**config.mk**
```make
export PLATFORM = sky130hd
export DESIGN_NAME = fsm_step_conditioner
export DESIGN_NICKNAME = d
export VERILOG_FILES = /design/src/rtl/fsm_step_conditioner.sv
export SDC_FILE = /design/constraint.sdc
export NUM_CORES = 1
export LEC_CHECK = 0
export BUFFER_PORTS_ARGS = -buffer_cell sky130_fd_sc_hd__buf_2
export CAP_MARGIN = 15
export CORE_UTILIZATION = 50
export CTS_CLUSTER_SIZE = 24
export DETAILED_ROUTE_END_ITERATION = 16
export PLACE_DENSITY = 0.76
export RECOVER_POWER = 50
export REMOVE_ABC_BUFFERS = 1
export SETUP_SLACK_MARGIN = 0.1
export SYNTH_ARGS = -nofsm -noshare
export SYNTH_HDL_FRONTEND = slang
export SYNTH_SLANG_ARGS = --single-unit
```
**constraint.sdc**
```tcl
create_clock -name clk -period 2.35 [get_ports clk]
set_clock_uncertainty 0.1 [all_clocks]
set_input_delay 0.1175 -clock clk [delete_from_list [all_inputs] [get_ports clk]]
set_output_delay 0.1175 -clock clk [all_outputs]
set_load 0.1 [all_outputs]
```
**src/rtl/fsm_step_conditioner.sv**
```systemverilog
// Purpose : conditions the raw x switch and the bouncy step push-button for the
//           eight-state FSM. It syncs both inputs, debounces the button and
//           issues one single-cycle step_en per clean press. x is captured only
//           on a step, so it stays stable between steps.
// Latency : 2-flop synchroniser, then DEBOUNCE_CYCLES stable samples. A raw
//           press first sampled at edge e0 gives step_en high after edge
//           e0+DEBOUNCE_CYCLES+2.
// Backpressure: none. step_en is a fire-and-forget enable that the FSM uses as
//           its state-register enable.
//
// Ports:
//   clk        in   1  single clock, all logic on posedge
//   reset      in   1  synchronous, active-low reset
//   sw_x       in   1  raw asynchronous switch (FSM input value)
//   btn_step   in   1  raw asynchronous push-button, bouncy
//   x          out  1  x value captured on each step
//   step_en    out  1  one-cycle advance pulse
//   step_count out  8  number of step_en pulses issued, wraps 255->0
//   db_state   out  2  debounce state (IDLE=0, ARMING=1, HELD=2, RELEASING=3)
//
// Optional feature macro: AUTO_STEP_EN. When it is defined, a button held in
// HELD re-issues a step every REPEAT_CYCLES cycles.

module fsm_step_conditioner #(
   parameter int DEBOUNCE_CYCLES = 4,
   parameter int REPEAT_CYCLES   = 8
) (
   input  logic       clk,
   input  logic       reset,
   input  logic       sw_x,
   input  logic       btn_step,
   output logic       x,
   output logic       step_en,
   output logic [7:0] step_count,
   output logic [1:0] db_state
);

   localparam int MAX_CYCLES = (DEBOUNCE_CYCLES > REPEAT_CYCLES) ? DEBOUNCE_CYCLES : REPEAT_CYCLES;
   localparam int CNT_W      = $clog2(MAX_CYCLES);
   localparam logic [CNT_W-1:0] DB_LAST = CNT_W'(DEBOUNCE_CYCLES - 1);
`ifdef AUTO_STEP_EN
   localparam logic [CNT_W-1:0] RPT_LAST = CNT_W'(REPEAT_CYCLES - 1);
`endif

   typedef enum logic [1:0] {
      IDLE      = 2'd0,
      ARMING    = 2'd1,
      HELD      = 2'd2,
      RELEASING = 2'd3
   } db_state_t;

   // Two-flop synchronisers.
   logic sx_meta, sx;
   logic sb_meta, sb;

   db_state_t        state, state_nxt;
   logic [CNT_W-1:0] cnt, cnt_nxt;
   logic             step;
`ifdef AUTO_STEP_EN
   logic [CNT_W-1:0] rcnt, rcnt_nxt;
`endif

   // Debounce next-state logic. cnt counts the stable samples seen so far,
   // and the same counter is reused for press and for release.
   always_comb begin
      state_nxt = state;
      cnt_nxt   = cnt;
      step      = 1'b0;
`ifdef AUTO_STEP_EN
      // The repeat counter runs only while the button stays held. Its default
      // is zero, so it clears on every entry into HELD, including the
      // RELEASING->HELD path.
      rcnt_nxt  = '0;
`endif
      case (state)
         IDLE: begin
            if (sb) begin
               state_nxt = ARMING;
               cnt_nxt   = '0;
            end
         end
         ARMING: begin
            if (!sb) begin
               state_nxt = IDLE;
            end else if (cnt == DB_LAST) begin
               state_nxt = HELD;
               step      = 1'b1;
            end else begin
               cnt_nxt = cnt + CNT_W'(1);
            end
         end
         HELD: begin
            if (!sb) begin
               state_nxt = RELEASING;
               cnt_nxt   = '0;
            end
`ifdef AUTO_STEP_EN
            else if (rcnt == RPT_LAST) begin
               step     = 1'b1;
               rcnt_nxt = '0;
            end else begin
               rcnt_nxt = rcnt + CNT_W'(1);
            end
`endif
         end
         RELEASING: begin
            // A bounce back high returns to HELD without a second step.
            if (sb) begin
               state_nxt = HELD;
            end else if (cnt == DB_LAST) begin
               state_nxt = IDLE;
            end else begin
               cnt_nxt = cnt + CNT_W'(1);
            end
         end
         default: state_nxt = IDLE;
      endcase
   end

   always_ff @(posedge clk) begin
      if (!reset) begin
         sx_meta    <= 1'b0;
         sx         <= 1'b0;
         sb_meta    <= 1'b0;
         sb         <= 1'b0;
         state      <= IDLE;
         cnt        <= '0;
         x          <= 1'b0;
         step_en    <= 1'b0;
         step_count <= 8'd0;
`ifdef AUTO_STEP_EN
         rcnt       <= '0;
`endif
      end else begin
         sx_meta <= sw_x;
         sx      <= sx_meta;
         sb_meta <= btn_step;
         sb      <= sb_meta;
         state   <= state_nxt;
         cnt     <= cnt_nxt;
         step_en <= step;
`ifdef AUTO_STEP_EN
         rcnt    <= rcnt_nxt;
`endif
         // x is captured only with a step, so switch activity between steps
         // never reaches the FSM.
         if (step) begin
            x          <= sx;
            step_count <= step_count + 8'd1;
         end
      end
   end

   assign db_state = state;

endmodule

```
==> run summary <==
* **area share of the largest cell type after synthesis** 0.482
* **synth top area cells** sky130_fd_sc_hd__dfxtp_1 48%, sky130_fd_sc_hd__ha_1 6.3%, sky130_fd_sc_hd__a21oi_1 5.7%, sky130_fd_sc_hd__and2_1 4.0%, sky130_fd_sc_hd__mux2i_1 3.8%
* **routed length per instance** 12.1 µm
* **Power Density** 556 nW/µm²
* **Synth Area in Compound Gates** 0.120
* **Setup crit end kind** flip-flop
* **later-pin clock latency in the skew report** 0.30 ns
* **Leakage Power** 0.362 nW
* **Tightest Hold Check Type** reg -> reg
* **number of antenna violations at the first check in global routing** 0
* **number of buffer cells added on primary ports** 15
* **CTS tree** done
* **synthesized area divided by synthesized cell count** 9.51 µm²
* **worst endpoint required time** 2.47 ns
* **floorplan die width** 41.7 µm
* **number of placement rows** 13
* **multiplexer share of the synthesized area** 0.0380
* **number of nets in the layout** 112
* **initial core utilization** 0.571
* **standard cell with the maximum stage delay on the critical path** sky130_fd_sc_hd__or4_1
* **HPWL after detailed placement** 1010 µm
* **overall routing resource usage** 0.179
* **post-place instance area** 875 µm²
* **DR iter-0 viols** 6
* **cells along the critical path** ha_1 -> ha_1 -> nand4b_2 -> or4_1 -> a21oi_1
* **Worst Max-Slew Pin Slew** 1.17 ns
* **Post-Syn Instances** 83
* **Async SR Flop Fraction** 0
* **biggest area consumer among synthesized cells** sky130_fd_sc_hd__dfxtp_1
* **hold violation total from the final report** 0
* **largest family of logic cells by synthesized area** simple AND/OR/NAND/NOR gates
* **library cells used by synthesis** 22
* **part of the Yosys area used for sequential elements** 0.482
* **category of cells accounting for the largest share of critical-path delay** simple AND/OR/NAND/NOR gates
* **number of enable flip-flop cells after synthesis** 0
* **buffers plus inverters on the worst setup path** 0
* **residual DRC count** 0
* **number of diodes** 0
* **number of setup buffers added after CTS** 0
* **buffer type at the clock tree root** sky130_fd_sc_hd__clkbuf_4
* **ratio of cells with drive above 1 in the final layout** 0.0971
* **Cell Count Post-Placement** 111
* **critical path launch point type** flip-flop
* **vias post-DR** 655
* **post-synthesis to final-layout area growth** 16.3%
* **flops & latches, synth** 19
* **Yosys warning total** 0
* **top cell types by occurrence after synthesis** 19 x sky130_fd_sc_hd__dfxtp_1, 9 x sky130_fd_sc_hd__a21oi_1, 7 x sky130_fd_sc_hd__nand2_1
* **number of stages on the worst hold path** 1
* **worst-path maximum fanout** 15
* **Die Footprint** 1740 µm²
* **number of buffers inserted during clock tree synthesis** 3
* **Post-DRT Antenna Nets** 0
* **largest stage delay on the critical path** 0.61 ns
* **H-tree Lvls** 1
* **Worst Path Class, Setup** reg -> reg
* **netlist area before placement** 790 µm²
* **outcome** complete, no violations
* **height of the chip** 41.7 µm
* **register clock-pin slew on the reported worst setup and hold paths** 0.11 ns
* **Reg2Reg Launch Point** cnt[0]
* **most common cell in the netlist** sky130_fd_sc_hd__dfxtp_1
* **Tcrit/Tclk final** 0.878
* **share of synthesized cell area in and, or, nand and nor gates** 0.239
* **Max transition margin** 0.224
* **R2R setup slack** 0.29 ns
* **final weighted congestion in routability-driven placement** 0.817
* **ys flop type** sky130_fd_sc_hd__dfxtp_1
* **final std cells w/o fill** 118
* **worst supply voltage drop on vdd** 0.000321 V
* **number of detailed-routing iterations run before antenna repair** 4
* **number of top-level pins** 16
* **launch instance of the worst min-delay path** sx_meta
* **buffer depth of the longest clock path** 2
* **pin count of the biggest net entering global routing** 16
* **worst flop-to-flop path endpoint** step_count[5]
* **final standard cell area without fillers** 918 µm²
* **depth of the worst register-to-register path** 5
* **RSZ-0062 raised after global routing** no
* **total setup violations reported at the end of the flow** 0
* **aggregate global routing overflow** 0
* **timing-limited maximum frequency** 484 MHz
* **number of clock sinks** 19
* **Hold Path End** sx
* **number of pins exceeding their max-slew limit in the final report** 0
* **Max-cap violations** 0
* **final critical-path required period** 2.06 ns
* **floorplan core area** 1380 µm²
* **Via density** 5.55
* **setup tns final** 0 ns
* **xor/xnor share of the synthesized area** 0.0222
* **vias in the first global route** 571
* **global-route wire length before repair** 2380 µm
* **arrival time at the worst endpoint** 2.19 ns
* **Adder-Cell Fraction of Synth Area** 0.0634
* **cell occurring most often along the worst timing path** sky130_fd_sc_hd__ha_1
* **wirelength, routed** 1430 µm
## registers in the layout, summed over array words and instances (netlist names), named ones only
| name | cells |
|---|---|
| step_count | 8 |
| cnt | 3 |
| sb_meta | 1 |
| x | 1 |
| sx_meta | 1 |
| db_state | 1 |
| sx | 1 |
| step_en | 1 |
| sb | 1 |
## placed cells by master, fill, tap and decap left out, types with 2 or more instances in the layout
cell type and count:
sky130_fd_sc_hd__inv_1 5, sky130_fd_sc_hd__or4b_1 2, sky130_fd_sc_hd__nand2_1 7, sky130_fd_sc_hd__nor2_1 5, sky130_fd_sc_hd__o21ai_0 4, sky130_fd_sc_hd__ha_1 4, sky130_fd_sc_hd__clkbuf_1 11, sky130_fd_sc_hd__dlygate4sd3_1 3
sky130_fd_sc_hd__dfxtp_1 19, sky130_fd_sc_hd__clkbuf_4 3, sky130_fd_sc_hd__a21oi_1 9, sky130_fd_sc_hd__o31ai_1 4, sky130_fd_sc_hd__mux2i_1 3, sky130_fd_sc_hd__or3_1 2, sky130_fd_sc_hd__or4_1 4, sky130_fd_sc_hd__and2_1 5
sky130_fd_sc_hd__nand3_1 2, sky130_fd_sc_hd__buf_2 5
## timing repair
action                                 4_1_cts  5_1_grt
gates resized for setup                      0        0
endpoints found under the hold margin        3        0
hold buffers                                 3        0
## layout make-up
class / count / area [µm²]
fillers: 119 / 464
clock buffers: 4 / 26.3
flip-flops and latches: 19 / 380
well taps: 15 / 18.8
multi-input cells: 57 / 382
repair buffers: 18 / 92.6
inverters: 5 / 18.8
## worst max-delay path by stage
stage / from / to / slack [ns] / depth (start not counted)
finish: cnt[0] / step_count[5] / 0.29 / 5
global route: cnt[0] / step_count[5] / 0.17 / 5
CTS: cnt[0] / step_count[5] / 0.31 / 5
detailed placement: cnt[0] / step_count[5] / 0.34 / 5
global placement: cnt[0] / step_count[5] / 0.43 / 5
floorplan: db_state[0] / step_count[5] / 0.02 / 3
## metal layers
metal | global-route usage | vias to the layer above | wire length [µm]
met5 | 0 | - | 0
met4 | 0.103 | 0 | 28
met3 | 0.0391 | 4 | 42
met2 | 0.300 | 15 | 689
met1 | 0.209 | 301 | 667
li1 | - | 335 | -
## stage by stage
step	setup slack (ns)	utilization	power (mW)	hold slack (ns)
CTS	0.306	0.673	0.513	0.361
global route	0.172	0.664	0.531	0.360
finish	0.286	0.664	0.511	0.360
detailed placement	0.337	0.633	0.351	0.229
floorplan	0.0239	-	0.345	0.131
global placement	0.425	0.633	0.351	0.225
## where the power goes
part | switching, mW | leakage (nW) | internal (mW)
clock | 0.0974 | 0.0150 | 0.0661
combinational | 0.0114 | 0.193 | 0.00793
sequential | 0.00238 | 0.154 | 0.326
## cells by family (layout without fill, tap and decap cells)
kind of cell | count (synthesis) | count (layout)
fa+ha+maj | 4 | 4
compound gates | 17 | 17
xor+xnor | 2 | 2
buf+inv | 7 | 27
mux | 3 | 3
flops | 19 | 19
simple gates | 31 | 31
Note: power is estimated with default switching activity, not from simulation.
